$ cat src/rtl/eth_gmii_tx_framer_pkg.sv
// Shared constants for the GMII TX framer: byte codes,
// CRC32 parameters, frame section lengths and FSM states.
package eth_gmii_tx_framer_pkg;

    localparam logic [7:0]  ETH_PREAMBLE = 8'h55;
    localparam logic [7:0]  ETH_SFD      = 8'hD5;

    localparam logic [31:0] CRC32_POLY_R = 32'hEDB88320;
    localparam logic [31:0] CRC32_INIT   = 32'hFFFFFFFF;

    localparam int PREAMBLE_LEN = 7;
    localparam int FCS_LEN      = 4;

    localparam logic [2:0] ST_IDLE = 3'd0;
    localparam logic [2:0] ST_PRE  = 3'd1;
    localparam logic [2:0] ST_SFD  = 3'd2;
    localparam logic [2:0] ST_PAY  = 3'd3;
    localparam logic [2:0] ST_FCS  = 3'd4;
    localparam logic [2:0] ST_IFG  = 3'd5;

    // FCS is the inverted CRC register, least significant byte first
    function automatic logic [7:0] fcs_byte(
        input logic [31:0] crc,
        input logic [1:0]  idx
    );
        logic [31:0] f;
        f = ~crc;
        return 8'(f >> {idx, 3'b000});
    endfunction

endpackage

$ cat src/rtl/eth_gmii_tx_framer_crc32.sv
// Combinational CRC32 (IEEE 802.3, reflected) update
// for one byte, data bits consumed LSB first.
module eth_crc32_d8
    import eth_gmii_tx_framer_pkg::*;
(
    input  logic [31:0] crc_i,
    input  logic [7:0]  d_i,
    output logic [31:0] crc_o
);

    logic [31:0] c;

    // Eight bit-serial steps, flattened into an XOR network
    always_comb begin
        c = crc_i;
        for (int i = 0; i < 8; i++) begin
            if (c[0] ^ d_i[i]) begin
                c = (c >> 1) ^ CRC32_POLY_R;
            end else begin
                c = c >> 1;
            end
        end
    end

    assign crc_o = c;

endmodule

$ cat src/rtl/eth_gmii_tx_framer.sv
// GMII transmit framer: preamble, SFD, payload pulled from
// the TX FIFO, CRC32 FCS and inter-frame gap.
module eth_gmii_tx_framer
    import eth_gmii_tx_framer_pkg::*;
#(
    parameter int PAYLOAD_LEN = 64,
    parameter int IFG_CYCLES  = 12
) (
    input  logic        clk,
    input  logic        rst,
    input  logic        tx_enable,
    input  logic [7:0]  fifo_dout,
    input  logic        fifo_valid,
    input  logic        fifo_empty,
    input  logic [10:0] fifo_rdusedw,
    input  logic        fifo_rd_rdy,
    output logic        fifo_re,
    output logic [7:0]  gmii_txd,
    output logic        gmii_tx_en,
    output logic        gmii_tx_er,
    output logic        busy,
    output logic        frame_done,
    output logic        frame_abort,
    output logic [15:0] frame_cnt
);

    localparam int          IFG_W   = $clog2(IFG_CYCLES + 1);
    localparam logic [10:0] LEN     = 11'(PAYLOAD_LEN);
    localparam logic [10:0] LEN_M1  = 11'(PAYLOAD_LEN - 1);
    localparam logic [2:0]  PRE_END = 3'(PREAMBLE_LEN - 1);
    localparam logic [2:0]  FCS_END = 3'(FCS_LEN - 1);
    localparam logic [IFG_W-1:0] IFG_END = IFG_W'(IFG_CYCLES - 1);

    logic [2:0]       state_q, state_d;
    logic [2:0]       cnt_q, cnt_d;
    logic [10:0]      pay_q, pay_d;
    logic [IFG_W-1:0] ifg_q, ifg_d;
    logic [10:0]      rd_left_q, rd_left_d;
    logic             rd_pend_q, rd_pend_d;
    logic [31:0]      crc_q, crc_d;
    logic [7:0]       txd_q, txd_d;
    logic             en_q, en_d;
    logic             er_q, er_d;
    logic             done_q, done_d;
    logic             abort_q, abort_d;
    logic [15:0]      fcnt_q, fcnt_d;

    logic [31:0] crc_nxt;
    logic        start;
    logic        rd_win;
    logic        underrun;

    eth_crc32_d8 u_crc (
        .crc_i (crc_q),
        .d_i   (fifo_dout),
        .crc_o (crc_nxt)
    );

    // Start gate and read scheduling; reads run two cycles
    // ahead of the byte they feed (FIFO latency + output reg)
    always_comb begin
        start = tx_enable & fifo_rd_rdy & ~fifo_empty
              & (fifo_rdusedw >= LEN);
        rd_win = ((state_q == ST_PRE) && (cnt_q == PRE_END))
               || (state_q == ST_SFD) || (state_q == ST_PAY);
        underrun = rd_pend_q & ~fifo_valid;
        fifo_re = rd_win & (rd_left_q != 11'd0) & ~underrun;
    end

    // Next-state and next-output computation
    always_comb begin
        state_d   = state_q;
        cnt_d     = cnt_q;
        pay_d     = pay_q;
        ifg_d     = ifg_q;
        rd_left_d = fifo_re ? rd_left_q - 11'd1 : rd_left_q;
        rd_pend_d = fifo_re;
        crc_d     = crc_q;
        txd_d     = txd_q;
        en_d      = en_q;
        er_d      = 1'b0;
        done_d    = 1'b0;
        abort_d   = 1'b0;
        fcnt_d    = fcnt_q;

        case (state_q)
            ST_IDLE: begin
                en_d  = 1'b0;
                txd_d = 8'h00;
                if (start) begin
                    state_d   = ST_PRE;
                    cnt_d     = 3'd0;
                    txd_d     = ETH_PREAMBLE;
                    en_d      = 1'b1;
                    crc_d     = CRC32_INIT;
                    rd_left_d = LEN;
                end
            end
            ST_PRE: begin
                if (cnt_q == PRE_END) begin
                    state_d = ST_SFD;
                    txd_d   = ETH_SFD;
                end else begin
                    cnt_d = cnt_q + 3'd1;
                end
            end
            ST_SFD, ST_PAY: begin
                if (underrun) begin
                    // Mark the frame bad for one cycle, drop the rest
                    state_d   = ST_IFG;
                    ifg_d     = '0;
                    txd_d     = 8'h00;
                    en_d      = 1'b1;
                    er_d      = 1'b1;
                    abort_d   = 1'b1;
                    rd_left_d = 11'd0;
                end else begin
                    if (rd_pend_q) begin
                        txd_d = fifo_dout;
                        crc_d = crc_nxt;
                    end
                    if (state_q == ST_SFD) begin
                        state_d = ST_PAY;
                        pay_d   = 11'd0;
                    end else if (pay_q == LEN_M1) begin
                        state_d = ST_FCS;
                        cnt_d   = 3'd0;
                        txd_d   = fcs_byte(crc_q, 2'd0);
                    end else begin
                        pay_d = pay_q + 11'd1;
                    end
                end
            end
            ST_FCS: begin
                if (cnt_q == FCS_END) begin
                    state_d = ST_IFG;
                    ifg_d   = '0;
                    txd_d   = 8'h00;
                    en_d    = 1'b0;
                    done_d  = 1'b1;
                    fcnt_d  = fcnt_q + 16'd1;
                end else begin
                    cnt_d = cnt_q + 3'd1;
                    txd_d = fcs_byte(crc_q, cnt_q[1:0] + 2'd1);
                end
            end
            ST_IFG: begin
                txd_d = 8'h00;
                en_d  = 1'b0;
                if (ifg_q == IFG_END) begin
                    state_d = ST_IDLE;
                end else begin
                    ifg_d = ifg_q + 1'b1;
                end
            end
            default: begin
                state_d = ST_IDLE;
                txd_d   = 8'h00;
                en_d    = 1'b0;
            end
        endcase
    end

    // State, CRC and registered GMII outputs
    always_ff @(posedge clk or posedge rst) begin
        if (rst) begin
            state_q   <= ST_IDLE;
            cnt_q     <= 3'd0;
            pay_q     <= 11'd0;
            ifg_q     <= '0;
            rd_left_q <= 11'd0;
            rd_pend_q <= 1'b0;
            crc_q     <= CRC32_INIT;
            txd_q     <= 8'h00;
            en_q      <= 1'b0;
            er_q      <= 1'b0;
            done_q    <= 1'b0;
            abort_q   <= 1'b0;
            fcnt_q    <= 16'd0;
        end else begin
            state_q   <= state_d;
            cnt_q     <= cnt_d;
            pay_q     <= pay_d;
            ifg_q     <= ifg_d;
            rd_left_q <= rd_left_d;
            rd_pend_q <= rd_pend_d;
            crc_q     <= crc_d;
            txd_q     <= txd_d;
            en_q      <= en_d;
            er_q      <= er_d;
            done_q    <= done_d;
            abort_q   <= abort_d;
            fcnt_q    <= fcnt_d;
        end
    end

    assign gmii_txd    = txd_q;
    assign gmii_tx_en  = en_q;
    assign gmii_tx_er  = er_q;
    assign frame_done  = done_q;
    assign frame_abort = abort_q;
    assign frame_cnt   = fcnt_q;
    assign busy        = (state_q != ST_IDLE);

endmodule

$ cat config.mk
export PLATFORM = sky130hd
export DESIGN_NAME = eth_gmii_tx_framer
export DESIGN_NICKNAME = d
export VERILOG_FILES = /design/src/rtl/eth_gmii_tx_framer_pkg.sv /design/src/rtl/eth_gmii_tx_framer_crc32.sv /design/src/rtl/eth_gmii_tx_framer.sv
export SDC_FILE = /design/constraint.sdc
export NUM_CORES = 1
export LEC_CHECK = 0
export CAP_MARGIN = 20
export CORE_ASPECT_RATIO = 0.6
export CORE_MARGIN = 2
export CORE_UTILIZATION = 60
export CTS_BUF_LIST = sky130_fd_sc_hd__clkbuf_4 sky130_fd_sc_hd__clkbuf_8 sky130_fd_sc_hd__clkbuf_16
export DETAILED_ROUTE_END_ITERATION = 10
export GPL_TIMING_DRIVEN = 0
export HOLD_SLACK_MARGIN = 0.1
export PLACE_DENSITY = 0.83
export SLEW_MARGIN = 0
export SYNTH_ARGS = -nofsm -noshare
export SYNTH_HDL_FRONTEND = slang
export SYNTH_HIERARCHICAL = 1
export SYNTH_SLANG_ARGS = --single-unit
$ cat constraint.sdc
create_clock -name clk -period 5.05 [get_ports clk]
set_input_delay 1.01 -clock clk [delete_from_list [all_inputs] [get_ports clk]]
set_output_delay 1.01 -clock clk [all_outputs]
set_load 0.1 [all_outputs]
### Yosys cells after proc, flatten, opt, wreduce, memory -nomap -nowiden

Index checks and enable logic that the tools add are counted.

| operators by class | value |
|---|---|
| add/sub/neg operators | 6 |
| magnitude comparators | 1 |
| eq/ne operators | 23 |
| shift-type cells | 1 |
| muxes and demuxes | 53 |
| bitwise operators | 27 |
| reduce and logical (&&, ||, !) cells | 17 |

Operators with widths:

| cell | count |
|---|---|
| $mux W32 | 11 |
| $not A13 Y14 | 8 |
| $pmux W32 S2 | 1 |
| $mux W11 | 5 |
| $mux W8 | 6 |
| $mux W3 | 13 |
| $not A32 Y32 | 1 |
| $pmux W8 S4 | 1 |
| $shr A32 B5 Y8 | 1 |
| $ne A2 B2 Y1 const B | 12 |
| $pmux W11 S2 | 1 |
| $add A16 B1 Y16 const B | 1 |
| $pmux W3 S5 | 1 |
| $mux W4 | 3 |
| $pmux W3 S4 | 1 |
| $pmux W4 S3 | 1 |
| $add A11 B1 Y11 const B | 1 |
| $eq A11 B6 Y1 const B | 1 |
| $ge A11 B7 Y1 const B | 1 |
| $reduce_bool A11 Y1 | 1 |
| $sub A11 B1 Y11 const B | 1 |
| $eq A3 B2 Y1 const B | 3 |
| $eq A3 B3 Y1 const B | 3 |
| $reduce_and A4 Y1 | 2 |
| other kinds (24) | 48 |

| storage, ports and cells | value |
|---|---|
| register bits | 92 |
| input port bits | 25 |
| output and inout bits | 30 |
| logic and storage cells | 140 |

### Logic depth before layout (Yosys ltp)

| logic depth | value |
|---|---|
| word-level depth | 19 |
| gate-level depth with buffers | 9 |
| mapped depth without buffers | 7 |

### By module

The synthesis kept the hierarchy.

By module, submodules not included:

| module | instances | cells each | area each (um^2) | seq. area each (um^2) |
|---|---|---|---|---|
| eth_gmii_tx_framer | 1 | 431 | 4,697.0 | 2,342.2 |
| eth_crc32_d8 | 1 | 70 | 769.5 | 0.0 |

### Worst setup path before layout

OpenSTA, ideal clock, no wires.

| timing | value |
|---|---|
| kind | input-to-output |
| from | input port fifo_valid |
| to | output port fifo_re |
| arrival | 1.760 ns |
| required time | 4.040 ns |
| path slack | 2.280 ns |
| stages on the path | 4 |
| path buffers | 1 |
| cell sequence | nor2b_1 -> nor3_4 -> o21a_1 -> buf_6 |

| on the way | value |
|---|---|
| cells in the longest elaborated chain, start to end | 4 |

Ends and longest elaborated chain:

| item | RTL line | source |
|---|---|---|
| start, declared | eth_gmii_tx_framer.sv:13 | `input logic fifo_valid,` |
| $not A1 Y1 | eth_gmii_tx_framer.sv:66 | `underrun = rd_pend_q & ~fifo_valid;` |
| $and A1 B1 Y1 | eth_gmii_tx_framer.sv:66 |  |
| $not A1 Y1 (no source line) | - |  |
| $and A1 B1 Y1 | eth_gmii_tx_framer.sv:67 | `fifo_re = rd_win & (rd_left_q != 11'd0) & ~underrun;` |
| end, declared | eth_gmii_tx_framer.sv:17 | `output logic fifo_re,` |

No other way between the ends.

### Worst setup path after layout

Same ends and word-level chain as after synthesis.

==> Implementation_results.wiki <==
{| class="wikitable"
! Metric !! Value
|-
| Run status || completed
|-
| DRC || 0
|-
| Post-CTS repair timing setup buffer count || 0
|-
| Classification of the worst setup path || input port to output pin
|-
| Average cell area after synthesis || 10.91 um2
|-
| Placer congestion estimate || 0.9596
|-
| Hold/Removal Path Class || register to register
|-
| First-pass GRT wire length || 22660 um
|-
| Worst flop-to-flop path startpoint || cnt_q[0]
|-
| Highest-count cells in the layout ignoring fill and taps || 60 x dfrtp_1, 59 x xnor2_1, 48 x clkdlybuf4s50_1, 35 x nor2_1
|-
| Area growth from synthesis to layout || 17.40%
|-
| Data required time at the worst endpoint || 4.04 ns
|-
| Worst reg-to-reg path cell count || 8
|-
| Type of element capturing the critical path || output pin
|-
| Highest routed layer || met4
|-
| Flop-to-flop setup slack || 1.94 ns
|-
| Final Total Pwr || 4.448 mW
|-
| Routed wire length on met2 || 5975 um
|-
| Total wire length || 13680 um
|-
| Pin count of the biggest net entering global routing || 75
|-
| Startpoint types || input port
|-
| Wire length on met1 || 6447 um
|-
| Worst slew margin || 33.05%
|-
| Register bit total from synthesis || 92
|-
| Leading register cell type out of synthesis || dfrtp_1
|-
| Count of max-cap constraint violations || 0
|-
| Quantity of I/O buffers inserted on ports || 48
|-
| Start point of the critical path || fifo_valid
|-
| Final Critical Period || 4.513 ns
|-
| Layout Nets || 596
|-
| Met3 wire length || 1032 um
|-
| Sequential fraction of the synthesis area || 42.85%
|-
| Distinct cell type count after synthesis || 70
|-
| Antenna diodes || 0
|-
| Sum of overflow across all layers after global routing || 0
|-
| Number of synthesized flops with an enable pin || 0
|-
| Num rows || 26
|-
| CTS Hold Buffers Added || 0
|-
| Final hold violation count || 0
|-
| Total of warnings raised by yosys || 6
|-
| Layout cell share with drive strength beyond 1 || 15.87%
|-
| Total Negative Setup Slacks || 0 ns
|-
| Worst hold path cell count || 1
|-
| Endpoint of the worst-slack reg-to-reg timing path || gmii_txd[7]
|-
| Most frequent standard cell in the layout excluding fill and tap cells || dfrtp_1
|-
| Router iterations before antenna repair || 5
|-
| Die Span X || 127.2 um
|-
| Count of instances resized after the clock tree is built || 0
|-
| Capture point of the worst path || fifo_re
|-
| Maximum fanout encountered on the critical timing path || 9
|-
| Final-layout fill cell count || 611
|-
| Sum of net half-perimeters after detailed placement || 10130 um
|-
| Gate count after technology mapping || 501
|-
| Net Count, Synth || 535
|-
| Leakage power figure || 2.563 nW
|-
| Num Clock Sinks || 92
|-
| Source-to-sink clock delay at the later pin of the worst-skew pair || 0.35 ns
|-
| Post-Route Skew || 0.003977 ns
|-
| Power per cell area || 693.2 nW/um2
|-
| Root buffer selected by CTS || clkbuf_16
|-
| Global-route usage over all layers || 29.95%
|-
| Post-DRT Antenna Nets || 0
|-
| Antenna violations before repair || 0
|-
| Endpoints failing setup || 0
|-
| CTS buffer count || 9
|-
| Total vias in the final route || 4215
|-
| Vias per Instance || 6.208
|-
| CTS HTree Levels || 3
|-
| CTS tree || yes
|-
| Cell area after synthesis || 5466 um2
|-
| Via count of the first global-routing pass || 4292
|-
| DR iter-0 viols || 441
|-
| Clock transition at the register clock pins on the worst setup and hold paths after CTS || 0.06 ns
|-
| Initial Utilization || 62.94%
|-
| Async SR Flop Fraction || 100.0%
|-
| Clock tree buffer depth || 2
|-
| Max Freq || 0.2216 GHz
|-
| Core Box Area || 8686 um2
|-
| CP arrival || 3.50 ns
|-
| RSZ-0062 raised after global routing || no
|-
| Actual slew at the worst max-slew pin || 1.001 ns
|-
| Final slew viol count || 0
|-
| Final worst path period share || 89.37%
|-
| Die outline height || 77.94 um
|-
| Post-DR wirelength/cell || 20.14 um
|-
| Top Ports || 55
|-
| Area of the die || 9915 um2
|-
| Max IR drop VDD || 0.4156 mV
|}
==> how the worst min path moves through the flow <==
stage	endpoint	start	slack, ns
2_1_floorplan	pay_q[1]	pay_q[1]	0.47
3_3_place_gp	frame_cnt[15]	frame_cnt[15]	0.45
3_5_place_dp	frame_cnt[15]	frame_cnt[15]	0.46
4_1_cts	frame_cnt[15]	frame_cnt[15]	0.47
5_1_grt	frame_cnt[15]	frame_cnt[15]	0.48
6_report	frame_cnt[15]	frame_cnt[15]	0.47
==> where the power goes <==
part	internal, mW	switching (mW)	total (mW)	leakage, nW
Clock	0.391	0.283	0.674	0.138
Sequential	1.01	0.234	1.25	1.15
Combinational	1.06	1.46	2.53	1.28
Total	2.47	1.98	4.45	2.56
==> registers in the layout, summed over array words and instances (netlist names), 3 cells and up <==
register / count
crc_q: 32
state_q: 3
rd_left_q: 11
frame_cnt: 16
cnt_q: 3
pay_q: 11
gmii_txd: 8
ifg_q: 4
==> per-layer routing <==
| metal | vias up | GRT usage [%] |
|---|---|---|
| li1 | 1941 | - |
| met3 | 23 | 8.000 |
| met1 | 2099 | 43.58 |
| met2 | 152 | 43.92 |
| met4 | 0 | 9.451 |
| met5 | - | 0 |
==> stage by stage <==
step	hold WS [ns]	utilization, %	area, um2	instances	worst slack (ns)
3_3_place_gp	0.4543	70.08	6087	661	0.3155
4_1_cts	0.4744	73.80	6410	678	0.5633
5_1_grt	0.4841	73.88	6417	679	0.4074
6_report	0.4680	73.88	6417	679	0.5367
2_1_floorplan	0.4661	-	5466	501	1.701
3_5_place_dp	0.4621	70.43	6117	662	0.6060
==> critical path, stage by stage <==
cell	delay [ns]
clkdlybuf4s50_1	0.52
nor2b_1	0.14
nor3_4	0.34
o21a_1	0.21
buf_6	0.14
clkdlybuf4s50_1	1.14
==> synthesized netlist by cell type (8+ instances only) <==
cell      count  area, um2
mux2i_1      10      100.1
nand4_1       8      50.05
nor3_1       10      50.05
clkbuf_1     11      41.29
nor2_1       35      131.4
a211oi_1      8      60.06
dfstp_2      32      840.8
nand3_1      20      100.1
xor2_1       24      210.2
o22a_1       32      280.3
inv_1        13      48.80
nand2_1      31      116.4
ha_1          9      112.6
a21oi_1      13      65.06
xnor2_1      59      516.8
mux4_2        8      180.2
dfrtp_1      60       1501
o21ai_0      16      80.08
==> layout make-up <==
cell class | count | area, um2 | area share [%]
clock buffers | 11 | 240.2 | 3.743
multi-input cells | 376 | 2977 | 46.38
flip-flops and latches | 92 | 2342 | 36.50
well taps | 112 | 140.1 | 2.184
plain buffers | 20 | 98.84 | 1.540
inverters | 13 | 51.30 | 0.7994
clock inverters | 5 | 52.55 | 0.8189
repair buffers | 50 | 515.5 | 8.033
==> cell families (layout without fill, tap and decap cells) <==
group | Yosys count | in the layout | synth area share (%)
AOI/OAI and AO/OA | 103 | 103 | 13.94
and+or+nand+nor | 144 | 144 | 13.94
muxes | 22 | 22 | 5.951
buffers and inverters | 33 | 99 | 2.701
xor gates and xnor gates | 98 | 98 | 18.56
adders and majority gates | 9 | 9 | 2.060
DFF | 92 | 92 | 42.85
Note: power is estimated with default switching activity, not from simulation.
